File: src/rtl/sevseg_scan_driver.sv
// -----------------------------------------------------------------------------
// sevseg_scan_driver
//
// Scan controller for a 4-digit common-anode seven-segment display. It picks
// one nibble of a 16-bit display value per scan slot and presents it to the
// downstream hex-to-segment decoder. In the same slot it drives the matching
// digit anode. New values are staged in a pending register. They are copied
// into the displayed (shadow) register only at a frame boundary, so a digit
// never shows a torn update.
//
// Optional feature (compile-time macro SEVSEG_LEADING_ZERO_BLANK_EN):
//   When the macro is defined, leading zero digits (3..1) of the shadow value
//   are blanked. Digit 0 is never blanked. When the macro is undefined, all
//   masked-in digits are shown, including leading zeros.
//
// Parameters:
//   REFRESH_DIV  clk cycles per digit slot (>= 2)
//   ANODE_ON     anode level that lights a digit; off level is ~ANODE_ON
//
// Ports:
//   clk             system clock, rising edge
//   rst             synchronous active-high reset
//   enable          1 = scanning; 0 = prescaler/index held, anodes off
//   load            one-cycle strobe capturing value_in
//   value_in[15:0]  digit3 = [15:12] ... digit0 = [3:0]
//   digit_mask[3:0] per-digit enable; 0 forces that anode off
//   digit_val[3:0]  nibble to the segment decoder (registered)
//   anode[3:0]      digit anode drives, bit i = digit i (registered)
//   update_pending  a loaded value is waiting for the frame boundary
//   frame_done      one-cycle pulse the cycle after each frame boundary
// -----------------------------------------------------------------------------
module sevseg_scan_driver #(
    parameter int unsigned REFRESH_DIV = 50000,
    parameter logic        ANODE_ON    = 1'b0
) (
    input  logic        clk,
    input  logic        rst,
    input  logic        enable,
    input  logic        load,
    input  logic [15:0] value_in,
    input  logic [3:0]  digit_mask,
    output logic [3:0]  digit_val,
    output logic [3:0]  anode,
    output logic        update_pending,
    output logic        frame_done
);

    localparam int unsigned       PCNT_W    = (REFRESH_DIV > 1) ? $clog2(REFRESH_DIV) : 1;
    localparam logic [PCNT_W-1:0] PCNT_MAX  = PCNT_W'(REFRESH_DIV - 1);
    localparam logic [3:0]        ANODE_OFF = {4{~ANODE_ON}};

    logic [PCNT_W-1:0] pcnt_q, pcnt_d;
    logic [1:0]        idx_q, idx_d;
    logic [15:0]       shadow_q, shadow_d;
    logic [15:0]       pending_q, pending_d;
    logic              pend_q, pend_d;
    logic [3:0]        digit_val_q, digit_val_d;
    logic [3:0]        anode_q, anode_d;
    logic              frame_done_q, frame_done_d;

    logic              tick_s;
    logic              boundary_s;
    logic [3:0]        blank_s;

    // Per-digit leading-zero blank flags, derived from the displayed value.
`ifdef SEVSEG_LEADING_ZERO_BLANK_EN
    always_comb begin
        blank_s    = 4'b0000;
        blank_s[3] = (shadow_q[15:12] == 4'h0);
        blank_s[2] = (shadow_q[15:8]  == 8'h00);
        blank_s[1] = (shadow_q[15:4]  == 12'h000);
    end
`else
    always_comb begin
        blank_s = 4'b0000;
    end
`endif

    // Prescaler, digit index and frame-boundary detection.
    always_comb begin
        tick_s     = enable && (pcnt_q == PCNT_MAX);
        boundary_s = tick_s && (idx_q == 2'd3);
        pcnt_d     = pcnt_q;
        idx_d      = idx_q;
        if (tick_s) begin
            pcnt_d = '0;
            idx_d  = idx_q + 2'd1;
        end else if (enable) begin
            pcnt_d = pcnt_q + {{(PCNT_W-1){1'b0}}, 1'b1};
        end else begin
            pcnt_d = pcnt_q;
        end
    end

    // Load path: stage in pending, commit to shadow only at a frame boundary.
    // A load coinciding with the boundary bypasses pending entirely.
    always_comb begin
        shadow_d  = shadow_q;
        pending_d = pending_q;
        pend_d    = pend_q;
        if (boundary_s && load) begin
            shadow_d  = value_in;
            pending_d = value_in;
            pend_d    = 1'b0;
        end else if (boundary_s && pend_q) begin
            shadow_d = pending_q;
            pend_d   = 1'b0;
        end else if (load) begin
            pending_d = value_in;
            pend_d    = 1'b1;
        end else begin
            pend_d = pend_q;
        end
    end

    // Next output values; at most one anode bit is ever driven to ANODE_ON.
    always_comb begin
        frame_done_d = boundary_s;
        digit_val_d  = shadow_q[{idx_q, 2'b00} +: 4];
        anode_d      = ANODE_OFF;
        if (enable && digit_mask[idx_q] && !blank_s[idx_q]) begin
            anode_d[idx_q] = ANODE_ON;
        end else begin
            anode_d = ANODE_OFF;
        end
    end

    // State and output registers with synchronous reset.
    always_ff @(posedge clk) begin
        if (rst) begin
            pcnt_q       <= '0;
            idx_q        <= 2'd0;
            shadow_q     <= 16'h0000;
            pending_q    <= 16'h0000;
            pend_q       <= 1'b0;
            digit_val_q  <= 4'h0;
            anode_q      <= ANODE_OFF;
            frame_done_q <= 1'b0;
        end else begin
            pcnt_q       <= pcnt_d;
            idx_q        <= idx_d;
            shadow_q     <= shadow_d;
            pending_q    <= pending_d;
            pend_q       <= pend_d;
            digit_val_q  <= digit_val_d;
            anode_q      <= anode_d;
            frame_done_q <= frame_done_d;
        end
    end

    assign digit_val      = digit_val_q;
    assign anode          = anode_q;
    assign update_pending = pend_q;
    assign frame_done     = frame_done_q;

endmodule

File: config.mk
export PLATFORM = sky130hd
export DESIGN_NAME = sevseg_scan_driver
export DESIGN_NICKNAME = d
export VERILOG_FILES = /design/src/rtl/sevseg_scan_driver.sv
export SDC_FILE = /design/constraint.sdc
export NUM_CORES = 1
export LEC_CHECK = 0
export CORE_MARGIN = 5
export CORE_UTILIZATION = 54
export CTS_CLUSTER_DIAMETER = 150
export DETAILED_ROUTE_END_ITERATION = 8
export PLACE_DENSITY = 0.88
export SETUP_SLACK_MARGIN = 0.15
export SLEW_MARGIN = 20
export SYNTH_ARGS = -nofsm -noshare
export SYNTH_HDL_FRONTEND = slang
export SYNTH_SLANG_ARGS = --single-unit
File: constraint.sdc
create_clock -name clk -period 2.6 [get_ports clk]
set_clock_uncertainty 0.1 [all_clocks]
set_input_delay 0.52 -clock clk [delete_from_list [all_inputs] [get_ports clk]]
set_output_delay 0.52 -clock clk [all_outputs]
set_load 0.1 [all_outputs]
==> results of run 1 <==
## state kept, by name (all words and copies together), names as in the netlist
signal and cells:
pcnt_q 16, idx_q 2, update_pending 1, frame_done 1, pending_q 16, shadow_q 16, anode 4, digit_val 4
## final cells by class
cell class                      instances  share of cell area
Inverter                                6             0.00736
Clock buffer                           14              0.0597
Sequential cell                        60               0.392
Clock inverter                          1             0.00164
Tap cell                               52              0.0213
Timing Repair Buffer                   41               0.123
Multi-Input combinational cell        155               0.394
## how the worst min path moves through the flow
stage                           from         end  cells past startpoint
after global placement    pcnt_q[15]  pcnt_q[15]                      2
after floorplan           pcnt_q[15]  pcnt_q[15]                      2
final                     pcnt_q[15]  pcnt_q[15]                      2
after global routing      pcnt_q[15]  pcnt_q[15]                      2
after detailed placement  pcnt_q[15]  pcnt_q[15]                      2
after CTS                 pcnt_q[15]  pcnt_q[15]                      2
## layer usage
metal,vias up,share of wire
met5,-,0
met3,7,0.063
met2,37,0.46
li1,867,-
met1,801,0.46
met4,0,0.019
## power by group
part	leakage (nW)	switching (mW)	internal, mW
clock network	0.0986	0.331	0.444
logic	0.627	0.0567	0.0590
registers	0.487	0.00716	0.939
total	1.21	0.395	1.44
## worst max-delay path, stage by stage (launching register included)
cell     delay [ns]
dfxtp_1        0.35
or4b_4         0.56
nor4_4         0.29
and3b_1        0.24
buf_12         0.18
mux2_2         0.35
## per-stage QoR
step | power (mW) | instances | instance area (um^2) | setup slack, ns
2_1_floorplan | 1.03 | 234 | 2500 | 0.285
3_3_place_gp | 1.08 | 314 | 2870 | 0.205
3_5_place_dp | 1.08 | 314 | 2870 | 0.161
4_1_cts | 1.86 | 329 | 3060 | 0.405
5_1_grt | 1.91 | 329 | 3060 | 0.337
6_report | 1.84 | 329 | 3060 | 0.414
## cells by family after synthesis
group / Yosys count
and+or+nand+nor: 91
DFF: 60
muxes: 39
buffers and inverters: 19
xor gates and xnor gates: 15
AOI/OAI and AO/OA: 5
adders and majority gates: 5
## synthesized netlist by cell type (all sizes together)
cell	number
or4b	2
ha	5
or2	1
xnor2	12
or4	1
inv	6
nand2	9
nor3	4
xor2	3
or3	1
a2111oi	1
clkbuf	9
nand4b	1
nor2b	21
nand3	4
mux2	16
a21oi	1
nand4	4
mux2i	19
and3b	1
nor2	37
mux4	4
dfxtp	60
buf	4
o21ai	1
a211oi	2
nor4	5
==> flow_summary.toml, run 1 <==
[yosys]
synth-xor-area-share = 0.0524
synth_compound_area_frac = 0.0135
synth-seq-cells = 60
yosys-top-cells-area = "dfxtp_1, mux2i_1, mux2_4, nor2_1, nor2b_1"
synthesis.nets = 263
synth_top_area_frac = 0.480
synthSimpleGateAreaFrac = 0.192
syn_area_um2 = 2500
avgSynthCellArea_um2 = 10.7
synth_cells = 234
synth.mux.area_fraction = 0.199
ys_seq_area_frac = 0.480
synth_area_leader_cell = "dfxtp_1"
ys_warn_count = 0
synth_cell_types = 31
synthAdderAreaFrac = 0.0250
synth_top_family_by_area = "multiplexers"

[clock_network]
cts_made_buffers = 9
clk_latency_ns = 0.33
post-cts-setup-buffer-count = 0
cts.sinks = 60
clk_path_buf_depth = 2
cts_tree = "done"
cts_hold_buffers = 0
path_clk_slew_ns = 0.06
cts_resized = 0
htreeDepth = 3
cts_root_buf = "clkbuf_8"

[floorplan]
initial_core_util = 0.567
num_io_pins = 34
core.rowCount = 24
dieHeight_um = 78.1
core_area_um2 = 4410
die-area_um2 = 6100
die_x_um = 78.1

[finish]
multi_input_area_um2 = 1210
drive_above_1_share = 0.202
antenna_cells = 0
syn2layout_area_growth_pct = 22.2
finalCoreUtilization = 0.693
seqCellArea_um2 = 1200
num-fill-cells = 319
final_common_cell = "dfxtp_1"
nets = 302
final_cell_mix = "dfxtp_1, nor2_1, clkdlybuf4s50_1"

[setup_path]
worstSetupEndpointType = "flop"
rr_worst_depth = 5
endpoint = "shadow_q[15]"
reg2reg_setup_slack_ns = 0.41
startpoint_type = "flop"
worstSetupStartpoint = "pcnt_q[11]"
cp_max_fo = 16
worstSetupPathType = "flop to flop"
worstPathRequired_ns = 2.72
worstReg2RegStart = "pcnt_q[11]"
r2r-end = "shadow_q[15]"
cp.arrival_ns = 2.31

[power]
p_leak_nw = 1.21
power_density_nw_per_um2 = 600
vdd_drop_max_mv = 0.305

[placement]
place.gp.congestion = 0.816
hpwl_mm = 2.99
port_buffers = 33

[global_routing]
gr-usage-met2 = 0.240
use_met3 = 0.0595
top_usage_layer = "met2"
grt_use_met1 = 0.190
grt_max_degree = 27
grt_pass1_vias = 1677
antenna_found_initial = 0
grt.total_usage = 0.156
overflow = 0
grt_pass1_wl_mm = 7.55

[timing]
slew_headroom = 0.614
slew_violations = 0
hold_viol = 0
rsz0062_at_grt = "false"
final.setup.tns_ns = 0
tightest_slew_ns = 0.578
period_minus_slack_ns = 2.19
finalCritPeriodShare = 0.841
whs_ns = 0.407
fmax_mhz = 457
setup_viol = 0

[drt]
routed_wl_mm = 4.43
vias_per_cell = 5.20
drc_errors = 0
avgRoutedWirePerCell_um = 13.5
drt_first_iter_violations = 90
vias = 1712
final_antenna_net_count = 0
first_pass_iters = 4

[run]
maxCapViolCount = 0

[run_status]
status = "complete, no violations"

[hold_path]
hold_class = "flop to flop"
Power figures use the tool's default switching activity.
==> run 2: changes to the inputs <==
CORE_UTILIZATION = 49   (was 54)
PLACE_DENSITY = 0.84   (was 0.88)
clock period = 2 ns   (was 2.6 ns; I/O delays follow)
==> run 2 against run 1 <==
The run now ends with negative setup slack left. Worst hold slack barely moved. Fmax rose by 3.9%. Critical path type unchanged. Critical path depth did not move. Register-to-register slack worse by 0.52 ns. Largest cell class unchanged.
==> flow_summary.toml, run 2 (synthesis gave the netlist of run 1 again) <==
[setup_path]
slowest_delay_ns = 0.56
crit_chain = "or4b_4, nor4_4, and3b_2, clkbuf_16, mux2_4"
path_buf_inv = 1
critPathTopFamily = "simple AND/OR/NAND/NOR gates"
worstSetupPathType = "flop to flop"
cp_max_fo = 8
cp.arrival_ns = 2.22
worstSetupEndpointType = "flop"
worstPathRequired_ns = 2.12
worstReg2RegStart = "pcnt_q[13]"
worstSetupStartpoint = "pcnt_q[13]"
cp.depth = 5
rr_worst_depth = 5
crit_slowest_cell = "or4b_4"
startpoint_type = "flop"

[finish]
finalCoreUtilization = 0.671
largest_registers = "pcnt_q (16), pending_q (16), shadow_q (16)"
final_cell_mix = "dfxtp_1, buf_4, nor2_1"
syn2layout_area_growth_pct = 35.1
nets = 322
antenna_cells = 0
final_common_cell = "dfxtp_1"
drive_above_1_share = 0.309

[timing]
finalCritPeriodShare = 1.05
final.setup.tns_ns = -1.42
slew_headroom = 0.755
whs_ns = 0.407
slew_violations = 0
rsz0062_at_grt = "true"
hold_viol = 0
worst_slack_ns = -0.104
period_minus_slack_ns = 2.10
tightest_slew_ns = 0.358
setup_viol = 16
fmax_mhz = 475

[power]
power_density_nw_per_um2 = 812
vdd_drop_max_mv = 0.489
power.total_mw = 2.75
p_leak_nw = 1.36

[floorplan]
die-area_um2 = 6640
num_io_pins = 34
die_x_um = 81.5
core_area_um2 = 5040
core.rowCount = 26
initial_core_util = 0.497
dieHeight_um = 81.5

[clock_network]
cts.sinks = 60
cts_made_buffers = 9
cts_tree = "done"
clk_path_buf_depth = 2
cts_hold_buffers = 0
htreeDepth = 3
path_clk_slew_ns = 0.06
clk_latency_ns = 0.33
cts_root_buf = "clkbuf_8"

[global_routing]
overflow = 0
grt.total_usage = 0.163
antenna_found_initial = 0
top_usage_layer = "met2"
grt_max_degree = 24
use_met3 = 0.0493
grt_pass1_vias = 1790
grt_pass1_wl_mm = 8.09
grt_use_met1 = 0.195
gr-usage-met2 = 0.263

[drt]
vias_per_cell = 4.82
first_pass_iters = 4
drt_first_iter_violations = 122
routed_wl_mm = 4.97
final_antenna_net_count = 0
avgRoutedWirePerCell_um = 13.5
vias = 1775
drc_errors = 0

[placement]
port_buffers = 33
place.gp.congestion = 0.757
hpwl_mm = 3.33

[hold_path]
hold_class = "flop to flop"
hold_start = "pcnt_q[15]"
hold_depth = 2

[run_status]
status = "finished with violations"
violations = "negative setup slack"

[run]
maxCapViolCount = 0
==> run 2: worst paths after layout <==
| kind | end | slack [ns] |
|---|---|---|
| worst max register to register | shadow_q[11] | -0.10 |
| worst min-delay path | pcnt_q[15] | 0.41 |
| worst min register to register | pcnt_q[15] | 0.41 |
| worst max-delay path | shadow_q[11] | -0.10 |
==> run 2: repair_timing <==
item	in CTS	in global routing
setup endpoints to repair	31	32
gates cloned	0	2
pin swaps	0	13
resized for setup	5	19
setup buffers	0	3
==> run 2: power breakdown <==
part           internal, mW  switching [mW]  total [mW]  leakage (nW)
logic                0.0868          0.0848       0.172         0.743
registers              1.22         0.00844        1.23         0.491
clock network         0.894           0.452        1.35         0.127
total                  2.20           0.545        2.75          1.36
==> run 2: tightest hold or removal path, delay by kind of cell (launching register included) <==
| family | cells | cell delay [ns] |
|---|---|---|
| DFF | 1 | 0.32 |
| AOI/OAI and AO/OA | 2 | 0.14 |
==> run 2: cell type report <==
| type | instances | area (um^2) |
|---|---|---|
| clock inverters | 4 | 95.1 |
| clock buffers | 12 | 155 |
| repair buffers | 60 | 544 |
| fillers | 365 | 1660 |
| inverters | 6 | 22.5 |
| well taps | 70 | 87.6 |
| flip-flops and latches | 60 | 1210 |
| multi-input cells | 156 | 1270 |
==> run 2: layer usage <==
metal  wire length [um]  vias to the layer above
met5                  0                        -
met4                 97                        0
met3                224                        9
met2               2480                       30
met1               2170                      823
li1                   -                      913
==> run 2: metrics by stage <==
step / instance area [um^2] / instances / worst slack (ns)
after global routing: 3380 / 368 / -0.160
final: 3380 / 368 / -0.104
after CTS: 3280 / 363 / -0.106
after floorplan: 2510 / 234 / -0.235
after global placement: 3010 / 347 / -0.255
after detailed placement: 3010 / 347 / -0.292
==> run 3: changes to the inputs <==
--- a/config.mk
+++ b/config.mk
@@ -11,2 +11,4 @@
 export DETAILED_ROUTE_END_ITERATION = 8
+export GPL_TIMING_DRIVEN = 0
+export HOLD_SLACK_MARGIN = 0.02
 export PLACE_DENSITY = 0.84
==> constraint.sdc (replaced) <==
create_clock -name clk -period 2 [get_ports clk]
set_clock_uncertainty 0.1 [all_clocks]
set_input_delay 0.2 -clock clk [delete_from_list [all_inputs] [get_ports clk]]
set_output_delay 0.2 -clock clk [all_outputs]
set_load 0.1 [all_outputs]
==> run 3 against run 2 <==
The flow still finishes with violations (negative setup slack). Sequential power about the same. Combinational power about the same. Die area unchanged. Via count up 4.1%. Clock power down 18%. Final area up 0.85%. Routed wire length up 14%. Non-clock buffer count down 1. Worst hold slack worse by 0.18 ns. Final cell count down 0.54%. Global-route usage up 1.5 points. Critical path depth up 1. Critical path type unchanged. Largest cell class unchanged. Largest power group is now registers.
==> flow_summary.toml, run 3 (synthesis gave the netlist of run 1 again) <==
[drt]
final_antenna_net_count = 0
met1_length_mm = 2.36
routed_wl_mm = 5.65
vias = 1848
drt_first_iter_violations = 110
first_pass_iters = 4
vias_per_cell = 5.05
avgRoutedWirePerCell_um = 15.4
drc_errors = 0
topRoutingLayerUsed = "met4"
route.met2.wl_mm = 2.86
wl_met3_um = 301

[finish]
seqCellArea_um2 = 1220
final_cell_area_um2 = 3410
largest_registers = "pcnt_q (16), pending_q (16), shadow_q (16)"
final_common_cell = "dfxtp_1"
nets = 320
antenna_cells = 0
num-fill-cells = 344
drive_above_1_share = 0.287
syn2layout_area_growth_pct = 36.2
final_cell_mix = "dfxtp_1, nor2_1, nor2b_1, clkdlybuf4s50_1, mux2i_1"
multi_input_area_um2 = 1320

[clock_network]
clk_latency_ns = 0.35
path_clk_slew_ns = 0.07
cts_tree = "done"
cts_made_buffers = 9
cts_root_buf = "clkbuf_8"
htreeDepth = 3
cts.sinks = 60
clk_path_buf_depth = 2
cts_hold_buffers = 0

[timing]
worst_slack_ns = -0.259
slew_violations = 0
slew_headroom = 0.364
rsz0062_at_grt = "true"
hold_viol = 0
setup_viol = 16
fmax_mhz = 443
finalCritPeriodShare = 1.13
period_minus_slack_ns = 2.26
tightest_slew_ns = 0.957

[run_status]
violations = "negative setup slack"
status = "finished with violations"

[run]
maxCapViolCount = 0

[global_routing]
grt.total_usage = 0.178
overflow = 0
antenna_found_initial = 0
grt_pass1_wl_mm = 8.92
grt_pass1_vias = 1887
grt_max_degree = 11

[placement]
place.gp.congestion = 0.740
port_buffers = 31
hpwl_mm = 3.27
placed_area_um2 = 2910
place_ws_ns = -0.430

[setup_path]
crit_chain = "or4b_4, nor4_4, and3b_1, buf_6, clkbuf_16, mux2_4"
worstSetupPathType = "flop to flop"
worstSetupEndpointType = "flop"
path_buf_inv = 2
cp_max_fo = 5
worstPathRequired_ns = 2.13
startpoint_type = "flop"
slowest_delay_ns = 0.55
crit_slowest_cell = "or4b_4"
cp.arrival_ns = 2.39
critPathTopFamily = "simple AND/OR/NAND/NOR gates"

[floorplan]
die_x_um = 81.5
core.rowCount = 26
core_area_um2 = 5040
die-area_um2 = 6640
initial_core_util = 0.497
num_io_pins = 34
dieHeight_um = 81.5

[power]
power.total_mw = 2.51
vdd_drop_max_mv = 0.459
p_leak_nw = 1.33
power_density_nw_per_um2 = 735

[hold_path]
hold_class = "input pin to flop"
[run 3: changes by cell type in the layout (fill, tap and decap cells not counted), sizes merged, moves of 2 or more]
cell,previous run,this run
bufinv,3,1
clkbuf,13,21
dlygate4sd2,0,9
buf,36,19
[run 3: repair_timing]
action,CTS,global route
setup buffers,9,4
endpoints found under the setup margin,46,40
pin swaps,16,7
resized for setup,31,31
gates cloned,1,1
[run 3: stage by stage]
step	cells	TNS (ns)	util	hold WS, ns
4_1_cts	361	-3.04	0.645	0.205
2_1_floorplan	234	-3.13	-	0.267
3_3_place_gp	335	-6.63	0.577	0.384
3_5_place_dp	335	-8.26	0.577	0.399
5_1_grt	366	-5.61	0.677	0.243
6_report	366	-3.75	0.677	0.226
[run 3: path summary, 6_finish.rpt]
path,endpoint,depth (start not counted),slack (ns),from
worst max-delay path,shadow_q[12],6,-0.26,pcnt_q[7]
worst min register to register,pending_q[9],2,0.42,pending_q[9]
worst min-delay path,pcnt_q[0],3,0.23,enable
worst max register to register,shadow_q[12],6,-0.26,pcnt_q[7]
[run 3: layout make-up]
type / instances / share of cell area
Multi-Input combinational cell: 155 / 0.387
Sequential cell: 60 / 0.358
Timing Repair Buffer: 46 / 0.135
Clock buffer: 12 / 0.0455
Buffer: 13 / 0.0286
Tap cell: 70 / 0.0257
Clock inverter: 4 / 0.0139
Inverter: 6 / 0.00660
[run 3: routing by layer]
layer	vias up	track usage
met4	0	0.0659
met3	15	0.0680
li1	901	-
met2	57	0.295
met5	-	0
met1	875	0.208
[run 3: worst min-delay path, delay by kind of cell]
kind / cells / cell delay (ns)
xor gates and xnor gates: 1 / 0.21
buffers and inverters: 1 / 0.18
and+or+nand+nor: 1 / 0.05
[run 3: power breakdown]
part | internal (mW) | switching, mW
sequential | 1.21 | 0.0100
combinational | 0.0824 | 0.0883
clock | 0.639 | 0.474
==> variant, RTL diff (config.mk and constraints of run 2) <==
Add an input register stage for `enable`, `load`, `value_in` and `digit_mask`, with the module's reset; this delays them by one clock. Comments in the files are not updated.
--- a/src/rtl/sevseg_scan_driver.sv
+++ b/src/rtl/sevseg_scan_driver.sv
@@ -51,2 +51,21 @@
 
+    logic enable_q;
+    logic load_q;
+    logic [15:0] value_q;
+    logic [3:0] digit_mask_q;
+
+    always_ff @(posedge clk) begin
+        if (rst) begin
+            enable_q     <= '0;
+            load_q       <= '0;
+            value_q      <= '0;
+            digit_mask_q <= '0;
+        end else begin
+            enable_q     <= enable;
+            load_q       <= load;
+            value_q      <= value_in;
+            digit_mask_q <= digit_mask;
+        end
+    end
+
     logic [PCNT_W-1:0] pcnt_q, pcnt_d;
@@ -80,3 +99,3 @@
     always_comb begin
-        tick_s     = enable && (pcnt_q == PCNT_MAX);
+        tick_s     = enable_q && (pcnt_q == PCNT_MAX);
         boundary_s = tick_s && (idx_q == 2'd3);
@@ -87,3 +106,3 @@
             idx_d  = idx_q + 2'd1;
-        end else if (enable) begin
+        end else if (enable_q) begin
             pcnt_d = pcnt_q + {{(PCNT_W-1){1'b0}}, 1'b1};
@@ -100,5 +119,5 @@
         pend_d    = pend_q;
-        if (boundary_s && load) begin
-            shadow_d  = value_in;
-            pending_d = value_in;
+        if (boundary_s && load_q) begin
+            shadow_d  = value_q;
+            pending_d = value_q;
             pend_d    = 1'b0;
@@ -107,4 +126,4 @@
             pend_d   = 1'b0;
-        end else if (load) begin
-            pending_d = value_in;
+        end else if (load_q) begin
+            pending_d = value_q;
             pend_d    = 1'b1;
@@ -120,3 +139,3 @@
         anode_d      = ANODE_OFF;
-        if (enable && digit_mask[idx_q] && !blank_s[idx_q]) begin
+        if (enable_q && digit_mask_q[idx_q] && !blank_s[idx_q]) begin
             anode_d[idx_q] = ANODE_ON;
Check against the original RTL: not equivalent (a bounded check fails within 4 cycles, from zero or initial values and one cycle with rst high).
==> variant against run 2 <==
- the run still ends with setup timing left
- global-route usage shrank 1.0 points
- routed wire length grew 18%
- cell area grew 16%
- area after synthesis grew 24%
- synthesized cell count grew 23%
- total power grew 13%
- setup slack gained 97 ps
- non-clock buffer count shrank 1
- sequential cell count grew 22
- critical endpoint unchanged
- largest cell class is now registers
==> variant: results (changes against run 2) <==
Global route
  – M3 GR Usage: 0.03589 (-0.01345)
  – Vias in the first global route: 2136 (+19%)
  – Total track usage: 0.1527 (-0.01008)
  – First-pass GRT wire length: 10120 um (+25%)
  – Grt met1 use: 0.1987 (+0.003663)
  – Met2 Use GR: 0.2366 (-0.02644)
  – Largest net degree at the start of global routing: 33 (+38%)

Layout
  – Clock buffers and inverters, area share: 0.05391 (-0.02006)
  – Non-CTS buffers: 59 (-1.7%)
  – Multi-In Gates: 179 (+15%)
  – Area of the multi-input gates: 1391 um2 (+9.7%)
  – ANT cells: 0 (unchanged)
  – Non-clock buffering overhead: 0.1368 (-0.02403)
  – Final core occ: 0.6249 (-0.04609)
  – Sequential cell area share: 0.4195 (+0.06184)
  – Fraction of layout cells with a size suffix above 1: 0.2392 (-0.06953)
  – Logic inverters: 11 (+5)
  – Final nets: 371 (+15%)
  – # fillers: 483 (+32%)

Routing
  – Total number of vias: 2152 (+21%)
  – WL met1: 2620 um (+21%)
  – Routed wl met3: 326 um (+46%)
  – Vias per cell: 5.075 (+5.2%)
  – Routed wire length: 5887 um (+18%)
  – Iter 0 DRT Violations: 119 (-2.5%)
  – DR WL met2: 2823 um (+14%)
  – Router iterations before antenna repair: 4 (unchanged)

Worst setup path
  – Critical path startpoint: pcnt_q[10]
  – Slowest CP cell: or4b_4
  – Crit path DAT: 2150 ps (-70 ps)

Pwr
  – Switching pwr: 699.8 uW (+28%)
  – Clock Power: 1.23 mW (-9%)
  – Lkg Pwr: 1.576 nW (+16%)
  – Switching Fraction: 0.2264 (+0.02805)
  – Combinational logic power: 179 uW (+4%)

Run status
  – Failing checks: setup timing
  – Status: finished, violations left

STA
  – # setup viols final: 5 (-11)
  – Setup WS post-layout: -7.214 ps (+97.23 ps)
  – TNS Setup: -18.04 ps (+1401 ps)
  – Worst-Margin Slew: 352.3 ps (-5.705 ps)

Yosys
  – #FFs+latches synth: 82 (+37%)
  – Mux share of post-synthesis cell area: 0.1357 (-0.06306)
  – Compound-Gate Fraction of Synth Area: 0.03936 (+0.02587)
  – Syn Inst Count: 287 (+23%)
  – Post-Syn Area: 3115 um2 (+24%)
  – Count of different cell masters after synthesis: 32 (+3.2%)
  – Post-Synth Adder-Cell Area: 0.02008 (-0.004895)
  – Post-synthesis xor/xnor area fraction: 0.04498 (-0.007468)
  – Sequential area share after synthesis: 0.5269 (+0.04739)
  – Top cells by count, synth: dfxtp_1 (82), nor2b_1 (39), nor2_1 (37)
  – Syn nets: 316 (+20%)

Placement
  – Area post-placement: 3659 um2 (+21%)
  – Routability Congestion: 0.8352 (+10%)
  – Post-DP HPWL: 4008 um (+20%)
  – DP Worst Slack: -130.9 ps (+161.3 ps)
  – Cells after DPL: 404 (+16%)

Clocking
  – Clk slew on worst S/H paths: 80 ps (+20 ps)

Min path
  – Hold Path Class: input port to register
  – Hold path start: rst
==> variant: how the worst min path moves through the flow <==
stage	end	slack (ps)	cells after the start
5_1_grt	value_q[13]	340	2
2_1_floorplan	shadow_q[15]	350	2
4_1_cts	value_q[10]	320	2
6_report	value_q[10]	330	2
3_5_place_dp	shadow_q[2]	370	2
3_3_place_gp	shadow_q[3]	360	2
==> variant: what timing repair did <==
item                                    in CTS  in global routing
gates resized for setup                      3                  2
buffers inserted                             1                  2
endpoints found under the setup margin      33                 35
pin swaps                                    2                  1
cloned                                       1                  0
==> variant: cell families after synthesis <==
| family | Yosys count |
|---|---|
| AO/OA/AOI/OAI | 12 |
| XOR/XNOR | 16 |
| multiplexers | 34 |
| AND/OR/NAND/NOR | 111 |
| buffers and inverters | 27 |
| adder cells (fa/ha/maj) | 5 |
| flip-flops | 82 |
==> variant: critical path: cells and delay by family (launching register included) <==
kind / cells / cell delay [ps]
simple gates: 3 / 980
mux: 1 / 340
flops: 1 / 330
buf+inv: 1 / 160
